## src/rtl/bch_syndrome_lambda.sv

```systemverilog
// bch_syndrome_lambda: bit-serial syndrome (S1, S3) accumulator and direct t=2
// error-locator solver for the BCH(15,7) decoder over GF(2^4), p(x) = x^4 + x + 1.
// Frame flow: COLLECT (15 bits) -> CALC (1 cycle) -> HOLD (until out_ready).
// Optional macro BCH_SYNDROME_OUT_EN adds registered syndrome outputs syn1/syn3.
module bch_syndrome_lambda #(
  parameter int unsigned MSB_FIRST  = 1,
  parameter int unsigned DET_UNCORR = 1
) (
  input  logic        clk,
  input  logic        rst,
  input  logic        in_bit,
  input  logic        in_valid,
  output logic        in_ready,
  output logic [3:0]  lambda1,
  output logic [3:0]  lambda2,
  output logic [14:0] cw_out,
  output logic        uncorrectable,
  output logic        out_valid,
`ifdef BCH_SYNDROME_OUT_EN
  output logic [3:0]  syn1,
  output logic [3:0]  syn3,
`endif
  input  logic        out_ready
);

  typedef enum logic [1:0] {StCollect, StCalc, StHold} state_e;

  // Multiply by alpha: shift left, fold x^4 back as x + 1.
  function automatic logic [3:0] gf_mul_a(input logic [3:0] x);
    return {x[2:0], 1'b0} ^ (x[3] ? 4'h3 : 4'h0);
  endfunction

  function automatic logic [3:0] gf_mul_a3(input logic [3:0] x);
    return gf_mul_a(gf_mul_a(gf_mul_a(x)));
  endfunction

  // General GF(16) multiply, Horner over the bits of b (MSB first).
  function automatic logic [3:0] gf_mul(input logic [3:0] a, input logic [3:0] b);
    logic [3:0] acc;
    acc = 4'h0;
    for (int i = 3; i >= 0; i--) begin
      acc = gf_mul_a(acc) ^ (b[i] ? a : 4'h0);
    end
    return acc;
  endfunction

  // inv(x) = x^14 = x^8 * x^4 * x^2 (x^15 = 1 for nonzero x).
  function automatic logic [3:0] gf_inv(input logic [3:0] x);
    logic [3:0] x2, x4, x8;
    x2 = gf_mul(x, x);
    x4 = gf_mul(x2, x2);
    x8 = gf_mul(x4, x4);
    return gf_mul(gf_mul(x8, x4), x2);
  endfunction

  state_e      state_q, state_d;
  logic [3:0]  cnt_q, cnt_d;
  logic [3:0]  s1_q, s1_d;
  logic [3:0]  s3_q, s3_d;
  logic [3:0]  p1_q, p1_d;
  logic [3:0]  p3_q, p3_d;
  logic [14:0] cw_acc_q, cw_acc_d;
  logic [14:0] cw_out_q, cw_out_d;
  logic [3:0]  l1_q, l1_d;
  logic [3:0]  l2_q, l2_d;
  logic        unc_q, unc_d;
  logic        ov_q, ov_d;
  logic [3:0]  cw_idx;
  logic [3:0]  l1_c, l2_c;
  logic        unc_c;
`ifdef BCH_SYNDROME_OUT_EN
  logic [3:0]  syn1_q, syn1_d;
  logic [3:0]  syn3_q, syn3_d;
`endif

  assign cw_idx = (MSB_FIRST != 0) ? (4'd14 - cnt_q) : cnt_q;

  // Peterson solution for t=2 from the accumulated syndromes.
  always_comb begin
    l1_c  = 4'h0;
    l2_c  = 4'h0;
    unc_c = 1'b0;
    if (s1_q != 4'h0) begin
      l1_c = s1_q;
      l2_c = gf_mul(s3_q, gf_inv(s1_q)) ^ gf_mul(s1_q, s1_q);
    end else begin
      unc_c = (s3_q != 4'h0) && (DET_UNCORR != 0);
    end
  end

  // Next-state: frame collection, one-cycle solve, hold until consumed.
  always_comb begin
    state_d  = state_q;
    cnt_d    = cnt_q;
    s1_d     = s1_q;
    s3_d     = s3_q;
    p1_d     = p1_q;
    p3_d     = p3_q;
    cw_acc_d = cw_acc_q;
    cw_out_d = cw_out_q;
    l1_d     = l1_q;
    l2_d     = l2_q;
    unc_d    = unc_q;
    ov_d     = ov_q;
`ifdef BCH_SYNDROME_OUT_EN
    syn1_d   = syn1_q;
    syn3_d   = syn3_q;
`endif
    unique case (state_q)
      StCollect: begin
        if (in_valid) begin
          if (MSB_FIRST != 0) begin
            s1_d = gf_mul_a(s1_q) ^ {3'b000, in_bit};
            s3_d = gf_mul_a3(s3_q) ^ {3'b000, in_bit};
          end else begin
            if (in_bit) begin
              s1_d = s1_q ^ p1_q;
              s3_d = s3_q ^ p3_q;
            end
            p1_d = gf_mul_a(p1_q);
            p3_d = gf_mul_a3(p3_q);
          end
          cw_acc_d[cw_idx] = in_bit;
          if (cnt_q == 4'd14) begin
            cnt_d   = 4'd0;
            state_d = StCalc;
          end else begin
            cnt_d = cnt_q + 4'd1;
          end
        end
      end
      StCalc: begin
        l1_d     = l1_c;
        l2_d     = l2_c;
        unc_d    = unc_c;
        cw_out_d = cw_acc_q;
        ov_d     = 1'b1;
`ifdef BCH_SYNDROME_OUT_EN
        syn1_d   = s1_q;
        syn3_d   = s3_q;
`endif
        state_d  = StHold;
      end
      StHold: begin
        // Result outputs keep their values after the handshake; only out_valid drops.
        if (out_ready) begin
          ov_d    = 1'b0;
          s1_d    = 4'h0;
          s3_d    = 4'h0;
          p1_d    = 4'h1;
          p3_d    = 4'h1;
          cnt_d   = 4'd0;
          state_d = StCollect;
        end
      end
      default: state_d = StCollect;
    endcase
  end

  // State and datapath registers, asynchronously cleared.
  always_ff @(posedge clk or negedge rst) begin
    if (!rst) begin
      state_q  <= StCollect;
      cnt_q    <= 4'd0;
      s1_q     <= 4'h0;
      s3_q     <= 4'h0;
      p1_q     <= 4'h1;
      p3_q     <= 4'h1;
      cw_acc_q <= 15'h0;
      cw_out_q <= 15'h0;
      l1_q     <= 4'h0;
      l2_q     <= 4'h0;
      unc_q    <= 1'b0;
      ov_q     <= 1'b0;
`ifdef BCH_SYNDROME_OUT_EN
      syn1_q   <= 4'h0;
      syn3_q   <= 4'h0;
`endif
    end else begin
      state_q  <= state_d;
      cnt_q    <= cnt_d;
      s1_q     <= s1_d;
      s3_q     <= s3_d;
      p1_q     <= p1_d;
      p3_q     <= p3_d;
      cw_acc_q <= cw_acc_d;
      cw_out_q <= cw_out_d;
      l1_q     <= l1_d;
      l2_q     <= l2_d;
      unc_q    <= unc_d;
      ov_q     <= ov_d;
`ifdef BCH_SYNDROME_OUT_EN
      syn1_q   <= syn1_d;
      syn3_q   <= syn3_d;
`endif
    end
  end

  assign in_ready      = (state_q == StCollect);
  assign lambda1       = l1_q;
  assign lambda2       = l2_q;
  assign cw_out        = cw_out_q;
  assign uncorrectable = unc_q;
  assign out_valid     = ov_q;
`ifdef BCH_SYNDROME_OUT_EN
  assign syn1          = syn1_q;
  assign syn3          = syn3_q;
`endif

endmodule

```

## config.mk

```make
export PLATFORM = sky130hd
export DESIGN_NAME = bch_syndrome_lambda
export DESIGN_NICKNAME = d
export VERILOG_FILES = /design/src/rtl/bch_syndrome_lambda.sv
export SDC_FILE = /design/constraint.sdc
export NUM_CORES = 1
export LEC_CHECK = 0
export CELL_PAD_IN_SITES_DETAIL_PLACEMENT = 0
export CELL_PAD_IN_SITES_GLOBAL_PLACEMENT = 1
export CORE_AREA = 3 3 113 115
export DETAILED_ROUTE_END_ITERATION = 8
export DIE_AREA = 0 0 116 118
export PLACE_DENSITY = 0.66
export SLEW_MARGIN = 20
export SYNTH_ARGS = -nofsm -noshare
export SYNTH_HDL_FRONTEND = slang
export SYNTH_SLANG_ARGS = --single-unit
```

## constraint.sdc

```tcl
create_clock -name clk -period 12.6 [get_ports clk]
set_clock_uncertainty 0.05 [all_clocks]
set_input_delay 2.52 -clock clk [delete_from_list [all_inputs] [get_ports clk]]
set_output_delay 2.52 -clock clk [all_outputs]
set_load 0.03 [all_outputs]
```

; After elaboration in Yosys (flattened, before gate mapping)
; Cells that the tools add are included.
[totals]
ff_bits = 54
inputBits = 5
out_inout_bits = 26
[op_classes]
add_sub_neg = 2
magnitude_cmp = 2
eq_ne = 6
n_mux = 66
n_bitwise = 43
n_reduce_logical = 10
[op_table]
columns = cell, n
row1 = 2-to-1 mux 4 bit, 31
row2 = XOR 4 x 2 -> 4 bit, 22
row3 = XOR 4 bit, 19
row4 = 2-to-1 mux 2 bit, 25
row5 = one-hot mux 4 bit (2 select lines), 3
row6 = bitwise mux 15 bit, 1
row7 = nonzero test 4 bit, 2
row8 = XOR 4 x 1 -> 4 bit, 2
row9 = one-hot mux 2 bit (3 select lines), 1
row10 = AND reduction 3 bit, 2
row11 = "less-than comparator 4 x 5 -> 1 bit, second input constant", 1
row12 = "adder 4 x 1 -> 4 bit, second input constant", 1
row13 = demux 1 bit (select 4 bit), 1
row14 = "== test 4 bit, second input constant", 1
row15 = "greater-or-equal comparator 4 x 1 -> 1 bit, second input constant", 1
row16 = "inequality test 2 bit, second input constant", 2
row17 = AND reduction 2 bit, 2
row18 = nonzero test 2 bit, 2
row19 = "subtractor 4 bit, first input constant", 1
row20 = 2-to-1 mux 1 bit, 3
row21 = "== test 2 x 1 -> 1 bit, second input constant", 1
row22 = "== test 2 bit, second input constant", 1
row23 = logical NOT 2 bit, 1
row24 = "inequality test 2 x 1 -> 1 bit, second input constant", 1
row25 = other kinds (2), 2

; Depth between registers and ports, before layout
; Gate-level depths: netlist of run 1.
[logic_depth]
word_depth = 62
depth_mapped = 18
ltp_nobuf = 16

; Worst setup path after synthesis of run 1
; No wires, ideal clock.
[synth_timing]
path_type = flip-flop to flip-flop
startpoint = reg s1_q[0]
endpoint = reg l2_q[1] (netlist: lambda2[1])
t_arrival_ps = 4648
t_required_ps = 12474
setup_slack_ps = 7826
stages_incl_launch_ff = 19
synth_period_minus_slack_ps = 4774
path_cell_list = dfrtp_1 -> clkbuf_1 -> inv_1 -> ha_1 -> xnor2_1 -> inv_1 -> ha_1 -> clkbuf_2 -> a2bb2oi_1 -> o22ai_1 -> a221oi_2 -> xor3_1 -> nand2_1 -> xor2_1 -> mux2_2 -> a2111oi_0 -> xnor2_1 -> xnor3_1 -> o21ai_1
[synth_between]
elab_chain_cells = 49
[synth_lines]
columns = item, line
row1 = start: declaration, 58  ; logic [3:0] s1_q, s1_d;
row2 = start signal: assignment, 165  ; s1_q <= 4'h0;
row3 = start signal: assignment, 182  ; s1_q <= s1_d;
row4 = 2-to-1 mux 4 bit, 42  ; acc = gf_mul_a(acc) ^ (b[i] ? a : 4'h0);
row5 = XOR 4 x 2 -> 4 bit, 30  ; return {x[2:0], 1'b0} ^ (x[3] ? 4'h3 : 4'h0);
row6 = XOR 4 bit, 42
row7 = XOR 4 x 2 -> 4 bit, 30
row8 = XOR 4 bit, 42
row9 = XOR 4 x 2 -> 4 bit, 30
row10 = XOR 4 bit, 42
row11 = 2-to-1 mux 4 bit, 42
row12 = (+33 left out), -
row13 = XOR 4 bit, 42
row14 = 2-to-1 mux 2 bit or XOR 4 x 2 -> 4 bit (tied branches), 30
row15 = XOR 4 x 2 -> 4 bit or XOR 4 bit (tied branches), "30, 42"
row16 = XOR 4 bit or 2-to-1 mux 2 bit (tied branches), "42, 30"
row17 = XOR 4 x 2 -> 4 bit, 30
row18 = XOR 4 bit, 42
row19 = XOR 4 bit, 85  ; l2_c = gf_mul(s3_q, gf_inv(s1_q)) ^ gf_mul(s1_q, s1_q);
row20 = 2-to-1 mux 4 bit (*), 83  ; if (s1_q != 4'h0) begin
row21 = end signal: assignment, 189  ; l2_q <= l2_d;
row22 = end: declaration, 65  ; logic [3:0] l2_q, l2_d;
; Every way passes the cells marked *; elsewhere a longest branch is shown, timed or not.
; A chain may end at the register's enable or synchronous reset.

; Final worst setup path of run 1
; Same ends and word-level chain as after synthesis.

==> flow_summary_export.csv, run 1 <==
group,metric,value,unit
outcome,outcome,"finished clean",
sta,final_setup_tns,0,ps
hold_path,hold-path-cell-count,2,
drt,wirelength,7763,um
sta,min_period_over_period,41.35,%
drt,route.vias.total,2653,
floorplan,floorplan.die.width,116,um
place,half_perimeter_wire_length_after_detailed_placement,5558,um
sta,worst-slew-pin-transition,729.1,ps
synthesis,ys_ff_latch,54,
floorplan,ios,31,
global_route,grt_first_pass_wirelength,13540,um
synthesis,syn_nets,411,
hold_path,holdPathEnd,"cw_out[12]",
clock_tree,cts_repair_resize_count,0,
sta,post-route-worst-setup-slack,7390,ps
synthesis,synth_top_cell_area_share,38.11,%
clock_tree,clkSinkCount,54,
sta,final_setup_violation_count,0,
drt,drt_first_pass_iters,4,
job,drv.max_cap_violation_count,0,
synthesis,synth-edff-count,0,
floorplan,die_area,13690,um^2
worst_setup_path,worstReg2RegEnd,"lambda2[1]",
drt,m1WireLength,3812,um
sta,post-route-min-period,5210,ps
clock_tree,cts-hold-fix-buffers,0,
synthesis,netlist-cell-type-count,49,
worst_setup_path,type_of_element_launching_the_critical_path,"register",
worst_setup_path,cp_max_fo,15,
clock_tree,post_cts.repair.setup_buffers,0,
place,placement.cell_area,3961,um^2
place,detailedPlace.worstSlack,7391,ps
synthesis,ys.warnings.count,0,
cells_and_area,nets_final,430,
cells_and_area,final_cell_mix,"sky130_fd_sc_hd__nand2_1, sky130_fd_sc_hd__dfrtp_1, sky130_fd_sc_hd__clkdlybuf4s50_1",
global_route,largest_net_degree_at_the_start_of_global_routing,55,
cells_and_area,antenna-diode-count,0,
drt,drc_errors,0,
cells_and_area,drive_gt1_share,9.512,%
drt,wl_met3,179,um
sta,timing.final.hold_violations,0,
floorplan,core_area,11910,um^2
worst_setup_path,critical_path.endpoint_type,"register",
cells_and_area,final_common_cell,"sky130_fd_sc_hd__nand2_1",
synthesis,synthCells,390,
worst_setup_path,worstReg2RegStart,"s1_q[0]",
global_route,first_global_vias,2669,
clock_tree,ctsRootBufferMaster,"sky130_fd_sc_hd__clkbuf_16",
worst_setup_path,cell_chain_of_the_critical_path,"inv_1 -> ha_1 -> xnor2_1 -> inv_1 -> ha_1 -> a2bb2oi_1 -> o22ai_1 -> a221oi_2 -> xor3_1 -> nand2_1 -> xor2_1 -> mux2_2 -> a2111oi_0 -> xnor2_1 -> xnor3_1 -> o21ai_1",
hold_path,min-delay-start,"cw_acc_q[12]",
floorplan,initial_utilization,29.77,%
worst_setup_path,crit_arrival,5380,ps
sta,final_number_of_max_transition_violations,0,
sta,max_freq,0.1919,GHz
floorplan,placementRows,40,
worst_setup_path,reg2reg_slack,7390,ps
worst_setup_path,timing.critical_path.slowest_stage_cell,"sky130_fd_sc_hd__dfrtp_1",
clock_tree,cts_tree,"yes",
clock_tree,clk-insertion-delay-late,290,ps
drt,detailedRoute.firstIterationViolations,177,
sta,unrepaired_setup_endpoints_after_global_routing,"false",
drt,antenna_left,0,
synthesis,ys_dominant_reg_cell,"sky130_fd_sc_hd__dfrtp_1",
synthesis,synth.top_cells.by_area,"sky130_fd_sc_hd__dfrtp_1, sky130_fd_sc_hd__nand2_1, sky130_fd_sc_hd__xnor2_1",
worst_setup_path,worst-endpoint-required,12770,ps
drt,routed_wire_length_per_instance,13.94,um
synthesis,fraction_of_synthesis_flops_using_an_asynchronous_set_or_reset_pin,100.0,%
synthesis,netlist_area,3546,um^2
hold_path,hold_path_class,"register to register",
worst_setup_path,timing.reg2reg.worst_path_depth,16,
drt,top_layer_used,"met4",
cells_and_area,fin_area,4120,um^2
clock_tree,clock_path_buffers,2,
drt,post_drt_via_cell_ratio,4.763,
place,gpl.final_weighted_congestion,0.7934,
global_route,antenna_violations_before_repair,0,
floorplan,die_y,118,um
synthesis,post_synth.cell_area_avg,9.092,um^2
cells_and_area,area_delta_synth_final,16.20,%
drt,route.met2.wl,3674,um
global_route,grt_overflow_total,0,
clock_tree,cts-htree-levels,2,
synthesis,synth.yosys.seq_area_share,38.11,%
global_route,track_usage,11.99,%
sta,slew_headroom,51.29,%
worst_setup_path,crit_path_max_incr_delay,640,ps
clock_tree,clock_edge_transition_at_the_registers_on_the_reported_setup_and_hold_paths,70,ps
place,buffer_ports.inserted,30,
synthesis,synth_top_cell_by_area,"sky130_fd_sc_hd__dfrtp_1",
clock_tree,cts-buffers-inserted,5,
worst_setup_path,type_of_the_worst_setup_path,"register to register",
==> synth_stat cells, types with 4 or more instances <==
cell and count:
sky130_fd_sc_hd__a21oi_1 6, sky130_fd_sc_hd__o22ai_1 4, sky130_fd_sc_hd__clkbuf_1 14, sky130_fd_sc_hd__inv_1 10
sky130_fd_sc_hd__nand2b_1 4, sky130_fd_sc_hd__xnor2_1 28, sky130_fd_sc_hd__dfrtp_1 54, sky130_fd_sc_hd__nor3_1 12
sky130_fd_sc_hd__nor2_1 26, sky130_fd_sc_hd__nand2_1 100, sky130_fd_sc_hd__xor2_1 8, sky130_fd_sc_hd__ha_1 16
sky130_fd_sc_hd__o21ai_0 19, sky130_fd_sc_hd__mux2i_1 5, sky130_fd_sc_hd__nand3_1 7, sky130_fd_sc_hd__xnor3_1 6
sky130_fd_sc_hd__mux2_2 18, sky130_fd_sc_hd__nor2b_1 5
==> sequential cells by signal, indices dropped and copies added (netlist names) <==
| name | count |
|---|---|
| cnt_q | 4 |
| cw_acc_q | 15 |
| cw_out | 15 |
| lambda1 | 4 |
| lambda2 | 4 |
| out_valid | 1 |
| s1_q | 4 |
| s3_q | 4 |
| state_q | 2 |
| uncorrectable | 1 |
==> how the worst max path moves through the flow <==
stage,start,to,slack [ps],cells after the start
after floorplan,s1_q[0],lambda2[1],7830,18
after global routing,s1_q[0],lambda2[1],6870,16
after global placement,s1_q[0],lambda2[1],7550,16
after CTS,s1_q[0],lambda2[1],7350,16
final,s1_q[0],lambda2[1],7390,16
after detailed placement,s1_q[0],lambda2[1],7390,16
==> per-layer routing <==
metal,track usage (%),vias up
met5,0,-
met4,2.901,0
met3,1.902,7
met2,19.50,35
met1,16.60,1279
li1,-,1332
==> cell type report <==
class	count	area [um^2]
fill	1229	7791
tap	147	183.9
clock buffer	6	138.9
timing repair buffer	32	310.3
clock inverter	2	17.52
multi-input combinational	303	2069
inverter	13	48.80
sequential	54	1351
==> critical path, delay by kind of cell, from the launching register on <==
kind | cells | cell delay [ps]
buffers and inverters | 2 | 340
multiplexers | 1 | 390
adder cells (fa/ha/maj) | 2 | 780
AND/OR/NAND/NOR | 1 | 100
flip-flops | 1 | 640
XOR/XNOR | 5 | 1540
AO/OA/AOI/OAI | 5 | 1300
==> metrics by stage <==
stage	hold slack, ps	util, %	cells
2_1_floorplan	384.8	-	390
6_report	417.7	34.59	557
5_1_grt	450.4	34.59	557
3_3_place_gp	399.9	33.26	549
4_1_cts	425.3	34.57	557
3_5_place_dp	408.1	33.26	549
==> cells by family (layout without fill, tap and decap cells) <==
family	count (synthesis)	in the layout	share of synthesized area, %
adders and majority gates	16	16	5.646
DFF	54	54	38.11
buffers and inverters	33	53	3.599
and+or+nand+nor	168	168	20.54
muxes	23	23	7.128
AOI/OAI and AO/OA	47	47	8.434
xor gates and xnor gates	49	49	16.55
Power of run 1 is left out: the tool's default activity adds up to more than one toggle a clock period on the data nets, which glitch-free logic cannot reach.
==> run 2, diff against run 1 <==
- PLACE_DENSITY: 0.66 -> 0.68
- clock period: 12.6 -> 4.7 ns (I/O delays scaled with it)
==> run 2 against run 1 <==
Compared with the run above: critical path depth unchanged; wire length grew 0.91%; non-clock buffer count is 12 higher; flip-flop and latch count did not move; global-route usage is essentially flat; critical path type unchanged.
==> flow_summary_export.csv, run 2 (synthesis results as in run 1) <==
group,metric,value,unit
floorplan,ios,31,
drt,wirelength,7834,um
clock_tree,cts-htree-levels,2,
worst_setup_path,path_delay_family,"XOR/XNOR gates",
cells_and_area,final_common_cell,"sky130_fd_sc_hd__nand2_1",
worst_setup_path,type_of_the_worst_setup_path,"register to register",
worst_setup_path,crit_buf_inv,1,
worst_setup_path,timing.reg2reg.worst_path_depth,16,
clock_tree,clock_edge_transition_at_the_registers_on_the_reported_setup_and_hold_paths,70,ps
cells_and_area,drive_gt1_share,13.74,%
worst_setup_path,worstReg2RegEnd,"lambda2[1]",
drt,route.vias.total,2673,
place,buffer_ports.inserted,30,
outcome,outcome,"finished clean",
clock_tree,clock_path_buffers,2,
cells_and_area,final_cell_mix,"sky130_fd_sc_hd__nand2_1, sky130_fd_sc_hd__dfrtp_1, sky130_fd_sc_hd__clkdlybuf4s50_1",
worst_setup_path,worstReg2RegStart,"s1_q[0]",
global_route,grt_first_pass_wirelength,13500,um
sta,min_period_over_period,93.03,%
global_route,global_route.peak_usage_layer,"met2",
sta,final_setup_violation_count,0,
clock_tree,cts-buffers-inserted,5,
sta,max_freq,0.2287,GHz
sta,slew_headroom,52.53,%
sta,final_number_of_max_transition_violations,0,
global_route,largest_net_degree_at_the_start_of_global_routing,40,
worst_setup_path,type_of_element_launching_the_critical_path,"register",
drt,post_drt_via_cell_ratio,4.698,
global_route,met2_usage,20.25,%
sta,worst-slew-pin-transition,706.9,ps
sta,final_setup_tns,0,ps
sta,post-route-min-period,4372,ps
drt,antenna_left,0,
worst_setup_path,cp-startpoint,"s1_q[0]",
worst_setup_path,cell_chain_of_the_critical_path,"inv_1 -> ha_2 -> xor2_2 -> ha_1 -> nor2b_1 -> mux2i_1 -> xnor2_2 -> xor2_1 -> xor3_1 -> a311o_1 -> nor3_2 -> xor2_2 -> nand2_2 -> xnor2_2 -> xnor3_1 -> o21ai_1",
global_route,groute.layer.met1.usage,16.25,%
cells_and_area,layout.core_utilization,36.00,%
worst_setup_path,crit_path_max_incr_delay,430,ps
job,drv.max_cap_violation_count,0,
clock_tree,clkSinkCount,54,
cells_and_area,area_delta_synth_final,20.92,%
drt,drc_errors,0,
worst_setup_path,cp_max_fo,6,
cells_and_area,nets_final,442,
floorplan,initial_utilization,29.77,%
clock_tree,clk-insertion-delay-late,290,ps
worst_setup_path,reg2reg_slack,330,ps
floorplan,floorplan.die.width,116,um
global_route,antenna_violations_before_repair,0,
cells_and_area,antenna-diode-count,0,
global_route,grt_use_met3,2.005,%
place,half_perimeter_wire_length_after_detailed_placement,5801,um
floorplan,core_area,11910,um^2
global_route,track_usage,11.96,%
worst_setup_path,endpoint,"lambda2[1]",
place,gpl.final_weighted_congestion,0.8155,
sta,unrepaired_setup_endpoints_after_global_routing,"false",
worst_setup_path,timing.critical_path.slowest_stage_cell,"sky130_fd_sc_hd__dfrtp_1",
floorplan,placementRows,40,
floorplan,die_area,13690,um^2
global_route,first_global_vias,2724,
clock_tree,cts_tree,"yes",
worst_setup_path,crit_arrival,4540,ps
drt,detailedRoute.firstIterationViolations,232,
worst_setup_path,worst-endpoint-required,4870,ps
drt,drt_first_pass_iters,4,
global_route,grt_overflow_total,0,
worst_setup_path,path_depth,16,
hold_path,hold_path_class,"register to register",
drt,routed_wire_length_per_instance,13.77,um
clock_tree,ctsRootBufferMaster,"sky130_fd_sc_hd__clkbuf_16",
cells_and_area,fillerInstances,1209,
sta,timing.final.hold_violations,0,
worst_setup_path,critical_path.endpoint_type,"register",
floorplan,die_y,118,um
-- run 2: cell count changes in the layout (fill, tap and decap cells not counted) --
cell                        before  now
sky130_fd_sc_hd__xnor3_1         6    5
sky130_fd_sc_hd__clkinv_4        2    0
sky130_fd_sc_hd__a2111oi_0       1    0
sky130_fd_sc_hd__buf_4           2   14
sky130_fd_sc_hd__bufinv_16       0    2
sky130_fd_sc_hd__xnor2_2         2    4
sky130_fd_sc_hd__xnor2_1        28   26
sky130_fd_sc_hd__a2111oi_2       0    1
sky130_fd_sc_hd__ha_1           16   14
sky130_fd_sc_hd__ha_2            0    2
sky130_fd_sc_hd__xnor3_2         0    1
sky130_fd_sc_hd__xor2_2          2    3
sky130_fd_sc_hd__xor2_1          8    7
-- run 2: worst min path at each step --
stage	start	endpoint	slack (ps)	cells past startpoint
floorplan	cw_acc_q[0]	cw_out[0]	380	2
global placement	lambda1[1]	lambda1[1]	410	2
detailed placement	cw_acc_q[12]	cw_out[12]	410	2
CTS	cw_acc_q[1]	cw_out[1]	420	2
global route	cw_out[2]	cw_out[2]	450	2
finish	cw_acc_q[1]	cw_out[1]	420	2
-- run 2: through the flow --
| stage | std cells | hold slack, ps | worst slack (ps) | instance area, um^2 |
|---|---|---|---|---|
| 2_1_floorplan | 390 | 384.8 | 5.610 | 3553 |
| 3_3_place_gp | 559 | 405.6 | 126.8 | 4044 |
| 3_5_place_dp | 559 | 406.6 | 60.79 | 4044 |
| 4_1_cts | 567 | 424.2 | 37.85 | 4243 |
| 5_1_grt | 569 | 449.2 | 3.276 | 4288 |
| 6_report | 569 | 416.9 | 327.6 | 4288 |
-- run 2: area by class of cell --
class,count,area [um^2],share of cell area (%)
Multi-Input combinational cell,303,2105,49.08
Clock buffer,6,138.9,3.239
Clock inverter,2,60.06,1.401
Sequential cell,54,1351,31.51
Timing Repair Buffer,44,400.4,9.338
Tap cell,147,183.9,4.289
Inverter,13,48.80,1.138
-- run 2: what timing repair did --
action,in CTS,in global routing
hold buffers,0,0
gates resized for setup,0,7
setup endpoints to repair,0,4
buffers inserted,0,2
-- run 2: routing by layer --
layer  wire [um]  vias up
li1            -     1354
met1        3767     1288
met2        3864       26
met3         168        5
met4          33        0
met5           0        -
-- run 2: worst reg2reg max path, delay by kind of cell, from the launching register on --
family	cells	cell delay, ps
AOI/OAI and AO/OA	2	490
xor gates and xnor gates	7	2080
adders and majority gates	2	580
buffers and inverters	1	150
DFF	1	430
muxes	1	110
and+or+nand+nor	3	400
Power of run 2 is left out for the same reason.
==> run 3, diff against run 2 <==
- CORE_AREA: 3 3 113 115 -> 3 3 99 101
- DIE_AREA: 0 0 116 118 -> 0 0 102 104
- MAX_ROUTING_LAYER: default -> met4
- PLACE_DENSITY: 0.68 -> 0.83
- TNS_END_PERCENT: default -> 10
==> run 3 against run 2 <==
Compared with the run above: non-clock buffer count unchanged; via count increased by 0.26%; design area decreased by 4.3%; flip-flop and latch count unchanged; register-to-register slack got worse by 50 ps; fmax decreased by 1.1%; critical path depth unchanged; critical path type unchanged.
==> flow_summary_export.csv, run 3 (synthesis results as in run 1) <==
group,metric,value,unit
cells_and_area,multi_input_area,2083,um^2
worst_setup_path,type_of_the_worst_setup_path,"register to register",
sta,unrepaired_setup_endpoints_after_global_routing,"true",
worst_setup_path,worst-endpoint-required,4890,ps
cells_and_area,drive_gt1_share,12.59,%
global_route,track_usage,15.69,%
sta,slew_headroom,53.61,%
cells_and_area,nets_final,442,
clock_tree,clock_edge_transition_at_the_registers_on_the_reported_setup_and_hold_paths,90,ps
drt,antenna_left,0,
sta,max_freq,0.2261,GHz
worst_setup_path,cp_max_fo,8,
drt,drc_errors,0,
place,gpl.final_weighted_congestion,0.8188,
cells_and_area,final_cell_mix,"sky130_fd_sc_hd__nand2_1, sky130_fd_sc_hd__dfrtp_1, sky130_fd_sc_hd__clkdlybuf4s50_1",
worst_setup_path,type_of_element_launching_the_critical_path,"register",
floorplan,ios,31,
floorplan,placementRows,35,
outcome,outcome,"finished clean",
cells_and_area,antenna-diode-count,0,
cells_and_area,fillerInstances,902,
sta,final_setup_violation_count,0,
hold_path,hold_path_class,"register to register",
sta,timing.hold.ws,424.3,ps
place,buffer_ports.inserted,30,
clock_tree,cts_tree,"yes",
drt,post_drt_via_cell_ratio,5.038,
floorplan,initial_utilization,38.93,%
cells_and_area,regArea,1351,um^2
drt,routed_wire_length_per_instance,14.14,um
worst_setup_path,crit_arrival,4610,ps
sta,final_number_of_max_transition_violations,0,
drt,detailedRoute.firstIterationViolations,139,
drt,route.vias.total,2680,
floorplan,floorplan.die.width,102,um
place,placedCellCount,524,
sta,worst-slew-pin-transition,690.9,ps
job,drv.max_cap_violation_count,0,
global_route,first_global_vias,2750,
clock_tree,clk-insertion-delay-late,300,ps
sta,post-route-min-period,4423,ps
clock_tree,clkSinkCount,54,
drt,drt_first_pass_iters,4,
clock_tree,cts-htree-levels,2,
cells_and_area,area_delta_synth_final,15.67,%
global_route,grt_overflow_total,0,
drt,wirelength,7523,um
clock_tree,cts-buffers-inserted,5,
global_route,largest_net_degree_at_the_start_of_global_routing,55,
global_route,antenna_violations_before_repair,0,
floorplan,die_y,104,um
sta,min_period_over_period,94.10,%
cells_and_area,post_layout_nonfiller_instances,532,
clock_tree,ctsRootBufferMaster,"sky130_fd_sc_hd__clkbuf_8",
cells_and_area,final_common_cell,"sky130_fd_sc_hd__nand2_1",
floorplan,core_area,9109,um^2
floorplan,die_area,10610,um^2
clock_tree,clock_path_buffers,2,
global_route,grt_first_pass_wirelength,13370,um
sta,timing.final.hold_violations,0,
place,half_perimeter_wire_length_after_detailed_placement,5478,um
worst_setup_path,critical_path.endpoint_type,"register",
-- run 3: changes by cell type in the layout (fill, tap and decap cells not counted), moves of 2 or more --
cell,change
sky130_fd_sc_hd__clkbuf_16,-5
sky130_fd_sc_hd__clkbuf_8,+4
sky130_fd_sc_hd__bufinv_16,-2
sky130_fd_sc_hd__clkinv_2,+2
sky130_fd_sc_hd__xnor2_1,+2
sky130_fd_sc_hd__xnor2_2,-2
-- run 3: layout make-up --
cell class | count | share of cell area, %
Sequential cell | 54 | 32.95
Tap cell | 111 | 3.386
Multi-Input combinational cell | 303 | 50.79
Timing Repair Buffer | 44 | 9.762
Inverter | 13 | 1.190
Clock buffer | 5 | 1.678
Clock inverter | 2 | 0.2441
-- run 3: final timing paths --
path | from | endpoint | slack (ps) | cells after the start
setup / recovery | s1_q[0] | lambda2[1] | 280 | 16
max in group asynchronous | rst | cw_acc_q[9] | 3450 | 2
setup reg to reg | s1_q[0] | lambda2[1] | 280 | 16
min in group asynchronous | rst | cw_out[7] | 700 | 2
hold / removal | cw_acc_q[1] | cw_out[1] | 420 | 2
hold reg to reg | cw_acc_q[1] | cw_out[1] | 420 | 2
-- run 3: repair_timing --
| action | in CTS | in global routing |
|---|---|---|
| resized for setup | 0 | 3 |
| hold buffers | 0 | 0 |
| buffers inserted | 0 | 1 |
| endpoints found under the setup margin | 0 | 2 |
-- run 3: critical path, cell delays in order (launching register included) --
cell                        delay, ps
sky130_fd_sc_hd__dfrtp_1          410
sky130_fd_sc_hd__buf_4            180
sky130_fd_sc_hd__ha_1             250
sky130_fd_sc_hd__xor2_2           160
sky130_fd_sc_hd__ha_1             330
sky130_fd_sc_hd__nor2b_1          140
sky130_fd_sc_hd__mux2i_1          110
sky130_fd_sc_hd__xnor2_1          310
sky130_fd_sc_hd__xor2_1           370
sky130_fd_sc_hd__xor3_1           300
sky130_fd_sc_hd__nand2_1          120
sky130_fd_sc_hd__xor2_2           290
sky130_fd_sc_hd__mux2_2           380
sky130_fd_sc_hd__a2111oi_1        450
sky130_fd_sc_hd__xnor2_1          180
sky130_fd_sc_hd__xnor3_1          220
sky130_fd_sc_hd__o21ai_1          120
-- run 3: layer usage --
layer / GRT usage [%] / wire, um
met4: 4.030 / 150
met5: - / 0
met1: 20.87 / 3493
met3: 1.878 / 195
met2: 25.39 / 3685
-- run 3: per-stage QoR --
step	instance area [um^2]	setup slack [ps]	utilization, %	TNS, ps
floorplan	3553	5.610	-	0
global placement	4006	225.3	43.98	0
detailed placement	4006	136.5	43.98	0
CTS	4085	112.6	44.85	0
global route	4101	-20.72	45.03	-20.72
finish	4101	277.3	45.03	0
Power of run 3 is left out for the same reason.
